`src/rtl/mac_pkg.sv`:
```
// mac_pkg: types and width helpers shared by the matmul sequencer and the mac.
package mac_pkg;

  typedef enum logic [1:0] {
    IDLE,
    ISSUE,
    DRAIN,
    WRITE
  } seq_state_e;

  // Accumulator width: full product plus enough headroom for k additions and sign.
  function automatic int acc_w(input int data_w, input int k);
    return 2 * data_w + $clog2(k) + 1;
  endfunction

  // Address width for a memory of the given depth, never narrower than one bit.
  function automatic int addr_w(input int depth);
    return (depth <= 1) ? 1 : $clog2(depth);
  endfunction

endpackage

```
`src/rtl/mac_idx_cnt.sv`:
```
// mac_idx_cnt: nested i/j/k loop counters for the matmul sequencer together
// with the row-major A, B and C addresses derived from them.
module mac_idx_cnt
  import mac_pkg::*;
#(
  parameter int M = 4,
  parameter int K = 4,
  parameter int N = 4
) (
  input  logic                    clk,
  input  logic                    rst,
  input  logic                    clr,
  input  logic                    k_inc,
  input  logic                    j_inc,
  output logic                    k_first,
  output logic                    k_last,
  output logic                    elem_last,
  output logic [addr_w(M*K)-1:0]  a_addr,
  output logic [addr_w(K*N)-1:0]  b_addr,
  output logic [addr_w(M*N)-1:0]  c_addr
);

  localparam int IW  = addr_w(M);
  localparam int JW  = addr_w(N);
  localparam int KW  = addr_w(K);
  localparam int AAW = addr_w(M * K);
  localparam int BAW = addr_w(K * N);
  localparam int CAW = addr_w(M * N);

  logic [IW-1:0] i_q, i_d;
  logic [JW-1:0] j_q, j_d;
  logic [KW-1:0] k_q, k_d;
  logic          i_last, j_last;

  assign k_first   = (k_q == '0);
  assign k_last    = (k_q == KW'(K - 1));
  assign j_last    = (j_q == JW'(N - 1));
  assign i_last    = (i_q == IW'(M - 1));
  assign elem_last = i_last & j_last;

  // Next-index logic: k walks the inner dimension; a result handshake steps j, then i.
  always_comb begin
    i_d = i_q;
    j_d = j_q;
    k_d = k_q;
    if (clr) begin
      i_d = '0;
      j_d = '0;
      k_d = '0;
    end else begin
      if (k_inc) begin
        k_d = k_last ? '0 : k_q + 1'b1;
      end
      if (j_inc) begin
        if (j_last) begin
          j_d = '0;
          i_d = i_last ? '0 : i_q + 1'b1;
        end else begin
          j_d = j_q + 1'b1;
        end
      end
    end
  end

  // Index registers.
  always_ff @(posedge clk) begin
    if (rst) begin
      i_q <= '0;
      j_q <= '0;
      k_q <= '0;
    end else begin
      i_q <= i_d;
      j_q <= j_d;
      k_q <= k_d;
    end
  end

  assign a_addr = AAW'(32'(i_q) * K + 32'(k_q));
  assign b_addr = BAW'(32'(k_q) * N + 32'(j_q));
  assign c_addr = CAW'(32'(i_q) * N + 32'(j_q));

endmodule

```
`src/rtl/mac_matmul_seq.sv`:
```
// mac_matmul_seq: drives one external mac through C = A x B, streaming K
// operand pairs per element from 1-cycle-latency RAMs and emitting each
// finished dot product in row-major order over a valid/ready port.
module mac_matmul_seq
  import mac_pkg::*;
#(
  parameter int DATA_W = 16,
  parameter int M      = 4,
  parameter int K      = 4,
  parameter int N      = 4
) (
  input  logic                              clk,
  input  logic                              rst,
  input  logic                              start,
  output logic                              busy,
  output logic                              done,
  output logic                              err,
  output logic [addr_w(M*K)-1:0]            a_rd_addr,
  input  logic signed [DATA_W-1:0]          a_rd_data,
  output logic [addr_w(K*N)-1:0]            b_rd_addr,
  input  logic signed [DATA_W-1:0]          b_rd_data,
  output logic signed [DATA_W-1:0]          mac_a,
  output logic signed [DATA_W-1:0]          mac_b,
  output logic                              mac_acc_clear,
  input  logic signed [acc_w(DATA_W,K)-1:0] mac_acc_out,
  input  logic                              mac_acc_out_valid,
  output logic                              c_valid,
  input  logic                              c_ready,
  output logic [addr_w(M*N)-1:0]            c_addr,
  output logic signed [acc_w(DATA_W,K)-1:0] c_data
);

  localparam int ACC_W = acc_w(DATA_W, K);
  localparam int CAW   = addr_w(M * N);

  seq_state_e              state_q, state_d;
  logic                    busy_q, busy_d;
  logic                    done_q, done_d;
  logic                    err_q, err_d;
  logic                    c_valid_q, c_valid_d;
  logic [CAW-1:0]          c_addr_q, c_addr_d;
  logic signed [ACC_W-1:0] c_data_q, c_data_d;
  logic                    issue_v_q, issue_v_d;
  logic                    first_q, first_d;
  logic                    clear_q, clear_d;
  logic [1:0]              drain_q, drain_d;

  logic                    idx_clr, k_inc, j_inc;
  logic                    k_first, k_last, elem_last;
  logic [CAW-1:0]          c_idx;

  mac_idx_cnt #(
    .M(M),
    .K(K),
    .N(N)
  ) u_idx (
    .clk      (clk),
    .rst      (rst),
    .clr      (idx_clr),
    .k_inc    (k_inc),
    .j_inc    (j_inc),
    .k_first  (k_first),
    .k_last   (k_last),
    .elem_last(elem_last),
    .a_addr   (a_rd_addr),
    .b_addr   (b_rd_addr),
    .c_addr   (c_idx)
  );

  // Sequencer next state: issue K pairs, wait for the mac to finish, then hand off the result.
  always_comb begin
    state_d   = state_q;
    busy_d    = busy_q;
    done_d    = 1'b0;
    err_d     = err_q;
    c_valid_d = c_valid_q;
    c_addr_d  = c_addr_q;
    c_data_d  = c_data_q;
    drain_d   = drain_q;
    idx_clr   = 1'b0;
    k_inc     = 1'b0;
    j_inc     = 1'b0;
    issue_v_d = (state_q == ISSUE);
    first_d   = (state_q == ISSUE) && k_first;
    clear_d   = first_q;
    case (state_q)
      IDLE: begin
        if (start) begin
          state_d = ISSUE;
          busy_d  = 1'b1;
          err_d   = 1'b0;
          idx_clr = 1'b1;
        end
      end
      ISSUE: begin
        k_inc   = 1'b1;
        drain_d = 2'd0;
        if (k_last) begin
          state_d = DRAIN;
        end
      end
      DRAIN: begin
        drain_d = drain_q + 2'd1;
        if (drain_q == 2'd2) begin
          if (!mac_acc_out_valid) begin
            err_d = 1'b1;
          end
          c_data_d  = mac_acc_out;
          c_addr_d  = c_idx;
          c_valid_d = 1'b1;
          state_d   = WRITE;
        end
      end
      WRITE: begin
        if (c_ready) begin
          c_valid_d = 1'b0;
          j_inc     = 1'b1;
          if (elem_last) begin
            done_d  = 1'b1;
            busy_d  = 1'b0;
            state_d = IDLE;
          end else begin
            state_d = ISSUE;
          end
        end
      end
      default: state_d = IDLE;
    endcase
  end

  // State, result and issue-delay registers.
  always_ff @(posedge clk) begin
    if (rst) begin
      state_q   <= IDLE;
      busy_q    <= 1'b0;
      done_q    <= 1'b0;
      err_q     <= 1'b0;
      c_valid_q <= 1'b0;
      c_addr_q  <= '0;
      c_data_q  <= '0;
      issue_v_q <= 1'b0;
      first_q   <= 1'b0;
      clear_q   <= 1'b0;
      drain_q   <= 2'd0;
    end else begin
      state_q   <= state_d;
      busy_q    <= busy_d;
      done_q    <= done_d;
      err_q     <= err_d;
      c_valid_q <= c_valid_d;
      c_addr_q  <= c_addr_d;
      c_data_q  <= c_data_d;
      issue_v_q <= issue_v_d;
      first_q   <= first_d;
      clear_q   <= clear_d;
      drain_q   <= drain_d;
    end
  end

  assign busy          = busy_q;
  assign done          = done_q;
  assign err           = err_q;
  assign c_valid       = c_valid_q;
  assign c_addr        = c_addr_q;
  assign c_data        = c_data_q;
  assign mac_acc_clear = clear_q;
  assign mac_a         = issue_v_q ? a_rd_data : '0;
  assign mac_b         = issue_v_q ? b_rd_data : '0;

endmodule
```
`config.mk`:
```
export PLATFORM = sky130hd
export DESIGN_NAME = mac_matmul_seq
export DESIGN_NICKNAME = d
export VERILOG_FILES = /design/src/rtl/mac_pkg.sv /design/src/rtl/mac_idx_cnt.sv /design/src/rtl/mac_matmul_seq.sv
export SDC_FILE = /design/constraint.sdc
export NUM_CORES = 1
export LEC_CHECK = 0
export CAP_MARGIN = 15
export CORE_ASPECT_RATIO = 0.9
export CORE_UTILIZATION = 36
export DETAILED_ROUTE_END_ITERATION = 8
export GPL_ROUTABILITY_DRIVEN = 0
export HOLD_SLACK_MARGIN = 0.06
export PLACE_DENSITY = 0.81
export SLEW_MARGIN = 20
export SYNTH_ARGS = -nofsm -noshare
export SYNTH_HDL_FRONTEND = slang
export SYNTH_SLANG_ARGS = --single-unit
```
`constraint.sdc`:
```
create_clock -name clk -period 1.85 [get_ports clk]
set_input_delay 0.2775 -clock clk [delete_from_list [all_inputs] [get_ports clk]]
set_output_delay 0.2775 -clock clk [all_outputs]
set_load 0.02 [all_outputs]
```
==> flow_summary.ini <==
[run_status]
status = finished clean

[setup_path]
crit_type = reg2reg
cpMaxStageDelayCell = dfxtp_1
critical_path.max_fanout = 6
rr_startpoint = state_q[0]
critPathRequiredTime_ns = 2.06
reg2reg_setup_slack_ns = 0.17
slowest_delay_ns = 0.38
timing.rr.end = state_q[0]
critPathBufInv = 1
worstSetupStartpointType = flip-flop
endpoint_kind = flip-flop
arrival_ns = 1.90
critPathTopFamily = simple AND/OR/NAND/NOR gates
r2r_cells = 6
path_cells = inv_1 -> ha_1 -> or2b_1 -> o2111ai_2 -> or3_1 -> o31ai_1

[place]
dp_hpwl_mm = 5.20
dp_slack_ns = 0.0463
numPortBuffers = 155
place_inst = 524

[power_and_ir_drop]
worst_ir_drop_vdd_mv = 0.383
p_leak_nw = 1.79
powerDensity_mw_per_mm2 = 692
total_power_mw = 2.83

[detailed_routing]
wl_per_cell_um = 12.9
drc = 0
vias = 2417
dr.first_iter.drc_count = 57
ant_nets = 0
vias_per_cell = 4.54
firstDrtPassIters = 4
totalWireLength_mm = 6.85

[cts]
clock-sinks = 56
htree_levels = 2
cts_buffer_depth = 2
ctsHoldBuffers = 0
postCtsSetupBuffers = 0
clk_pin_slew_worst_paths_ns = 0.10
clk_latency_ns = 0.30
cts_tree = built
clockRootBuffer = clkbuf_8
cts_buffers = 5

[timing]
finalHoldViolations = 0
fin_worst_skew_ns = 0.00922
final.period_utilization = 0.909
fmax_ghz = 0.594
rsz0062_at_grt = no
fin_setup_tns_ns = 0
relSlewSlack = 0.583
setup_viol = 0
slew_violations = 0
postLayoutSetupSlackWorst_ns = 0.168
post-route-min-period_ns = 1.68
worst_pin_slew_ns = 0.625

[die]
core_mm2 = 0.00622
die-area_mm2 = 0.00684
initial_core_util = 0.377
boundaryPins = 156
die_w_um = 87.1
die_h_um = 78.6
placementRows = 27

[synth]
avgSynthCellArea_um2 = 7.92
syn_inst = 296
synth_area_leader_cell = dfxtp_1
synthesis.nets = 377
synth_seq_cells = 56
netlist_top_cells_area = dfxtp_1 (48%), nand2_1 (14%), a21oi_1 (11%), and2_1 (8.8%), ha_1 (4.8%)
ys_seq_area_frac = 0.478
async_flop_share = 0
yosysWarnings = 0
netlist_area_mm2 = 0.00234
ys_types = 26
synth_flop_cell = dfxtp_1
synth.top_cell.area_share = 0.478
synth_edf_count = 0

[cells_and_area]
drive_gt1_frac = 0.0337
final_common_cell = clkdlybuf4s50_1
final_cells = 532
antennaDiodeCount = 0
multi_input_area_mm2 = 0.00110
fin_util = 0.657
fill_cells = 542
seqCellArea_mm2 = 0.00112
layout_common_cells = clkdlybuf4s50_1 (122), nand2_1 (86), dfxtp_1 (56), a21oi_1 (50), and2_1 (33)
area_growth_pct = 74.2
nNetsFinal = 525

[grt]
overflow = 0
grt_first_pass_wirelength_mm = 11.0
grt_usage = 0.203
grt_pass1_vias = 2308
grt_max_degree = 40
antenna_found_initial = 0

[worst_hold_path]
hp-start = clear_d
worstHoldPathCells = 1
holdPathEnd = mac_acc_clear
min_path_type = reg2reg

[run]
maxCapViolCount = 0
-- layer usage --
metal / track usage / vias to the layer above / wire length [µm]
met5: 0 / - / 0
met4: 0.0450 / 0 / 57
met3: 0.0673 / 7 / 657
met2: 0.372 / 87 / 3340
met1: 0.226 / 1078 / 2790
li1: - / 1245 / -
-- state kept, by name, indices dropped and copies added (netlist names) --
signal / cells
busy: 1
c_valid: 1
c_addr: 4
u_idx.k_q: 2
u_idx.i_q: 2
c_data: 35
issue_v_q: 1
err: 1
u_idx.j_q: 2
clear_d: 1
done: 1
state_q: 2
mac_acc_clear: 1
drain_q: 2
-- worst max path at each step --
| stage | from | end | slack (ns) | depth (start not counted) |
|---|---|---|---|---|
| after detailed placement | b_rd_data[14] | mac_b[14] | 0.05 | 3 |
| final | state_q[0] | state_q[0] | 0.17 | 6 |
| after global routing | state_q[0] | c_data[4] | 0.03 | 6 |
| after floorplan | state_q[0] | state_q[0] | 0.39 | 6 |
| after global placement | b_rd_data[14] | mac_b[14] | 0.04 | 3 |
| after CTS | issue_v_q | mac_a[12] | 0.001 | 3 |
-- through the flow --
step / hold slack, ns / area [µm²]
finish: 0.444 / 4080
global route: 0.457 / 4080
CTS: 0.450 / 4050
detailed placement: 0.427 / 3980
global placement: 0.432 / 3980
floorplan: 0.352 / 2340
-- area by class of cell --
type                            instances  share of cell area
Tap cell                               87              0.0267
Timing Repair Buffer                  159               0.399
Sequential cell                        56               0.275
Clock buffer                            6              0.0178
Inverter                                8             0.00735
Clock inverter                          2             0.00398
Multi-Input combinational cell        214               0.271
-- synth_stat cells, types with 2 or more instances --
cell type / number
nand2_1: 86
dfxtp_1: 56
a21oi_1: 50
and2_1: 33
nor2_1: 13
ha_1: 9
clkbuf_1: 8
inv_1: 8
buf_2: 5
buf_4: 4
nor3_1: 4
mux2i_1: 3
nand3_1: 3
nand2b_1: 2
-- report_power, final --
part	leakage [nW]	internal, mW	switching [mW]
clock network	0.0414	0.270	0.393
registers	0.452	1.25	0.0382
logic	1.30	0.440	0.435
total	1.79	1.96	0.867
-- repair_timing --
item,CTS,global route
pin swaps,0,0
endpoints found under the hold margin,0,0
resized for setup,17,15
cloned,0,0
setup endpoints to repair,17,15
-- cells by family after synthesis --
logic type | synth area share
AO/OA/AOI/OAI | 0.122
adder cells (fa/ha/maj) | 0.0480
buffers and inverters | 0.0507
flip-flops | 0.478
multiplexers | 0.0128
AND/OR/NAND/NOR | 0.288
Power figures use the tool's default switching activity.
==> edit 1, RTL diff (same settings) <==
The 4 states of `seq_state_e` get a one-hot encoding in 4 bits.
--- a/src/rtl/mac_pkg.sv
+++ b/src/rtl/mac_pkg.sv
@@ -2,9 +2,9 @@
 package mac_pkg;
 
-  typedef enum logic [1:0] {
-    IDLE,
-    ISSUE,
-    DRAIN,
-    WRITE
+  typedef enum logic [3:0] {
+    IDLE  = 4'b0001,
+    ISSUE = 4'b0010,
+    DRAIN = 4'b0100,
+    WRITE = 4'b1000
   } seq_state_e;
 
Check against the original RTL: same outputs for any inputs over 10 cycles, from zero or initial values and one cycle with rst high; not proved beyond that.
==> edit 1 against the original RTL <==
Setup slack worse by 0.067 ns. Via count is 18% higher. Largest cell class unchanged. Critical endpoint is now mac_a[3]. Final area grew 8.2%. Global-route usage is 1.4 points higher. Wire length increased by 20%. Area after synthesis up 11%. Sequential cell count up 2.
Power is not compared: it rests on default switching activity, and its combinational part moved more than twofold at a synthesized area within 25%.
==> edit 1: results (changes against the original RTL) <==
HP Class=in -> reg (was reg -> reg); Max-slew headroom=64.5% (was 58.3%); r2r setup slk=0.24 ns (was 0.17 ns); pin count of the biggest net entering global routing=41 (was 40); CP endpoint=mac_a[3] (was state_q[0]); TritonCTS Buffers=9 (was 5); Post-Syn Nets=396 (was 377); run status=complete, no violations (unchanged); Max clock buf depth=2 (unchanged); yosys warns=0 (unchanged); RR Startpoint=state_q[2] (was state_q[0]); Resized cells post-CTS=27 (was 17); crit-path max FO=8 (was 6); Critical Path AT=1.47 ns (was 1.90 ns); CP startpoint=issue_v_q (was state_q[0]); FF-to-FF End=u_idx.k_q[0] (was state_q[0]); Post-Place Cell Area=4280 µm² (was 3980 µm²); FILL cells=635 (was 542); Setup CP Type=reg -> out (was reg -> reg); CTS HTree Levels=3 (was 2); synth top area cells=dfxtp_1 (45%), a21oi_1 (9.4%), o21ai_0 (8.5%) (was dfxtp_1 (48%), nand2_1 (14%), a21oi_1 (11%)); Post-CTS Setup Bufs=0 (unchanged); worst-skew pair later-pin latency=0.33 ns (was 0.30 ns); NumNets Final=546 (was 525); top cells by count, synth=dfxtp_1 (58), a21oi_1 (49), o21ai_0 (44) (was nand2_1 (86), dfxtp_1 (56), a21oi_1 (50)); Via density=5.04 (was 4.54); global-route wire length before repair=12.9 mm (was 11.0 mm); LEAKAGE=1.67 nW; VDD IR-drop max=0.432 mV; Synth cell types=37 (was 26); HPWL after DPL=6.04 mm (was 5.20 mm); clk slew on worst S/H paths=0.06 ns (was 0.10 ns); Routed Wire Length=8.24 mm (was 6.85 mm); initial DRC count=136 (was 57); vias in the first global route=2531 (was 2308); clock skew=0.00645 ns (was 0.00922 ns); worst-case reg-to-reg path depth=5 (was 6); share of cells above drive strength 1=7.40% (was 3.37%); Root Buffer=clkbuf_8 (unchanged); total track usage=21.7% (was 20.3%); post-synthesis sequential area ratio=44.6% (was 47.8%)
## edit 1: per-layer routing
metal	GRT usage [%]	wire [µm]	part of all wire (%)
met1	28.1	3750	45
met2	35.4	3880	47
met3	6.68	540	6.6
met4	5.87	74	0.90
met5	0	0	0
## edit 1: critical path, stage by stage, from the launching register on
cell             delay (ns)
dfxtp_2                0.38
and2_1                 0.15
clkdlybuf4s50_1        0.62
## edit 1: kinds of logic after synthesis
kind of cell	Yosys count	synth area share (%)
and+or+nand+nor	107	23.9
AOI/OAI and AO/OA	105	21.6
DFF	58	44.6
buffers and inverters	42	6.78
adders and majority gates	5	2.41
xor gates and xnor gates	1	0.337
muxes	1	0.385
## edit 1: final cells by class
cell class	count	area, µm²	share of cell area (%)
multi-input cells	219	1260	28.6
flip-flops and latches	58	1160	26.3
clock buffers	13	159	3.60
inverters	8	30.0	0.680
repair buffers	173	1670	37.9
well taps	93	116	2.63
clock inverters	2	12.5	0.283
## edit 1: how the worst min path moves through the flow
stage / startpoint / to / slack (ns) / cells after the start
4_1_cts: rst / mac_acc_clear / 0.41 / 2
3_3_place_gp: clear_d / mac_acc_clear / 0.42 / 1
2_1_floorplan: clear_d / mac_acc_clear / 0.41 / 1
6_report: rst / mac_acc_clear / 0.43 / 2
5_1_grt: rst / mac_acc_clear / 0.43 / 2
3_5_place_dp: clear_d / mac_acc_clear / 0.44 / 1
## edit 1: report_power, final
group / switching [mW] / leakage [nW] / internal [mW]
combinational: 0.170 / 1.11 / 0.205
clock: 0.460 / 0.0855 / 0.550
sequential: 0.0145 / 0.468 / 1.26
## edit 1: per-stage QoR
stage	power, mW	std cells	setup WS (ns)	hold WS (ns)
after CTS	2.69	566	0.0694	0.409
final	2.66	566	0.101	0.433
after global placement	1.67	551	0.0730	0.417
after floorplan	1.44	319	0.331	0.414
after detailed placement	1.68	551	0.0635	0.443
after global routing	2.78	566	0.0323	0.426
==> edit 2, RTL diff (same flow settings) <==
Made on the original files. `N` is set to 4 in 2 places; all go to 5.
--- a/src/rtl/mac_idx_cnt.sv
+++ b/src/rtl/mac_idx_cnt.sv
@@ -6,5 +6,5 @@
   parameter int M = 4,
   parameter int K = 4,
-  parameter int N = 4
+  parameter int N = 5
 ) (
   input  logic                    clk,
--- a/src/rtl/mac_matmul_seq.sv
+++ b/src/rtl/mac_matmul_seq.sv
@@ -8,5 +8,5 @@
   parameter int M      = 4,
   parameter int K      = 4,
-  parameter int N      = 4
+  parameter int N      = 5
 ) (
   input  logic                              clk,
Ports: changed (resized b_rd_addr and c_addr); port bits go from 156 to 158. No check against the original RTL was run, so the function may have changed too.
==> edit 2 against the original RTL <==
The flow now finishes with violations (negative setup slack). Worst hold slack got worse by 0.19 ns. Core utilization decreased by 0.62 points. Largest power group unchanged. Area after synthesis up 17%. Sequential power increased by 3%. Non-clock buffer count grew 12. Setup slack got worse by 0.37 ns. Wire length is 14% higher. Final area up 14%. Cell count up 12%. Sequential share of layout area shrank 2.5 points. Sequential cell count grew 2. Power up 23%.
==> edit 2: results (changes against the original RTL) <==
run status=finished with violations (was complete, no violations); failing checks=negative setup slack; CP delay by family, top=adder cells (was simple AND/OR/NAND/NOR gates); clk slew on worst S/H paths=0.07 ns (was 0.10 ns); top cells by count, synth=nand2_1 (83), dfxtp_1 (58), a21oi_1 (47) (was nand2_1 (86), dfxtp_1 (56), a21oi_1 (50)); Critical Path AT=1.77 ns (was 1.90 ns); Slew @ Worst Pin=0.282 ns (was 0.625 ns); post-synthesis compound-gate area fraction=11.4% (was 12.2%); Critical-path top delay cell=fa_2 (was dfxtp_1); Post-Route Setup TNS=-0.551 ns (was 0 ns); Psw=1.04 mW (was 0.867 mW); mux cell area share after synthesis=1.51% (was 1.28%); NumNets Final=592 (was 525); synth top area cells=dfxtp_1 (42%), nand2_1 (11%), ha_1 (10%) (was dfxtp_1 (48%), nand2_1 (14%), a21oi_1 (11%)); crit-path max FO=2 (was 6); vias in the first global route=2646 (was 2308); clock skew=0.00958 ns (was 0.00922 ns); initial DRC count=106 (was 57); global-route wire length before repair=12.2 mm (was 11.0 mm); CTS HTree Levels=3 (was 2); setup slack after layout=-0.200 ns (was 0.168 ns); Post-Syn Nets=429 (was 377); FILL cells=606 (was 542); Synth cell types=35 (was 26); xor/xnor cell area share of the yosys netlist=0.960% (was 0%); Final setup viols=3 (was 0); vias=2752 (was 2417); worst-skew pair later-pin latency=0.33 ns (was 0.30 ns); max incr delay on CP=0.51 ns (was 0.38 ns)
## edit 2: power by group through the flow
stage	sequential (mW)	combinational [mW]	clock [mW]
2_1_floorplan	1.37	0.504	0
3_3_place_gp	1.36	0.966	0
3_5_place_dp	1.36	0.990	0
4_1_cts	1.33	0.946	1.22
5_1_grt	1.34	1.01	1.28
6_report	1.33	0.936	1.20
## edit 2: worst reg2reg max path, cell delays in order, from the launching register on
cell and delay [ns]:
dfxtp_2 0.33, buf_4 0.15, ha_1 0.27, ha_1 0.18
inv_1 0.07, fa_2 0.34, xnor2_1 0.14, nand2_1 0.07
a21oi_1 0.13
## edit 2: final cells by class
type / instances / area, µm² / share of cell area, %
clock buffer: 10 / 138 / 2.94
clock inverter: 6 / 66.3 / 1.42
inverter: 17 / 63.8 / 1.36
multi-input combinational: 239 / 1470 / 31.4
sequential: 58 / 1170 / 24.9
tap: 93 / 116 / 2.49
timing repair buffer: 171 / 1660 / 35.5
## edit 2: cells by family (layout without fill, tap and decap cells)
kind of cell,Yosys count,count (layout)
fa+ha+maj,24,24
compound gates,57,57
buf+inv,36,204
mux,4,4
flops,58,58
simple gates,151,151
xor+xnor,3,3
## edit 2: path summary, 6_finish.rpt
kind | startpoint | to | slack, ns | cells after the start
hold reg to reg | c_addr[3] | c_addr[3] | 0.45 | 2
hold / removal | rst | busy | 0.25 | 2
setup / recovery | u_idx.k_q[1] | b_rd_addr[2] | -0.20 | 6
setup reg to reg | u_idx.j_q[1] | c_addr[3] | 0.11 | 8
## edit 2: stage by stage
stage                     hold slack, ns  cell area [µm²]  setup WS (ns)  instances  util (%)
final                              0.253             4680         -0.200        594      65.1
after global routing               0.245             4680         -0.233        594      65.1
after global placement             0.427             4430         -0.337        576      61.7
after CTS                          0.243             4670         -0.198        594      65.0
after detailed placement           0.442             4430         -0.435        576      61.7
after floorplan                    0.411             2750         0.0417        333         -
## edit 2: per-layer routing
layer | GRT usage, % | vias to the layer above | wire length [µm] | part of all wire [%]
met5 | 0 | - | 0 | 0
met4 | 5.87 | 0 | 43 | 0.55
met3 | 5.53 | 5 | 634 | 8.1
met2 | 35.4 | 100 | 3940 | 50
met1 | 22.1 | 1244 | 3210 | 41
li1 | - | 1403 | - | -
## edit 2: what timing repair did
action	4_1_cts	5_1_grt
setup buffers	2	0
pin swaps	5	0
resized for setup	64	1
endpoints found under the hold margin	0	0
hold buffers	0	0
setup endpoints to repair	36	4
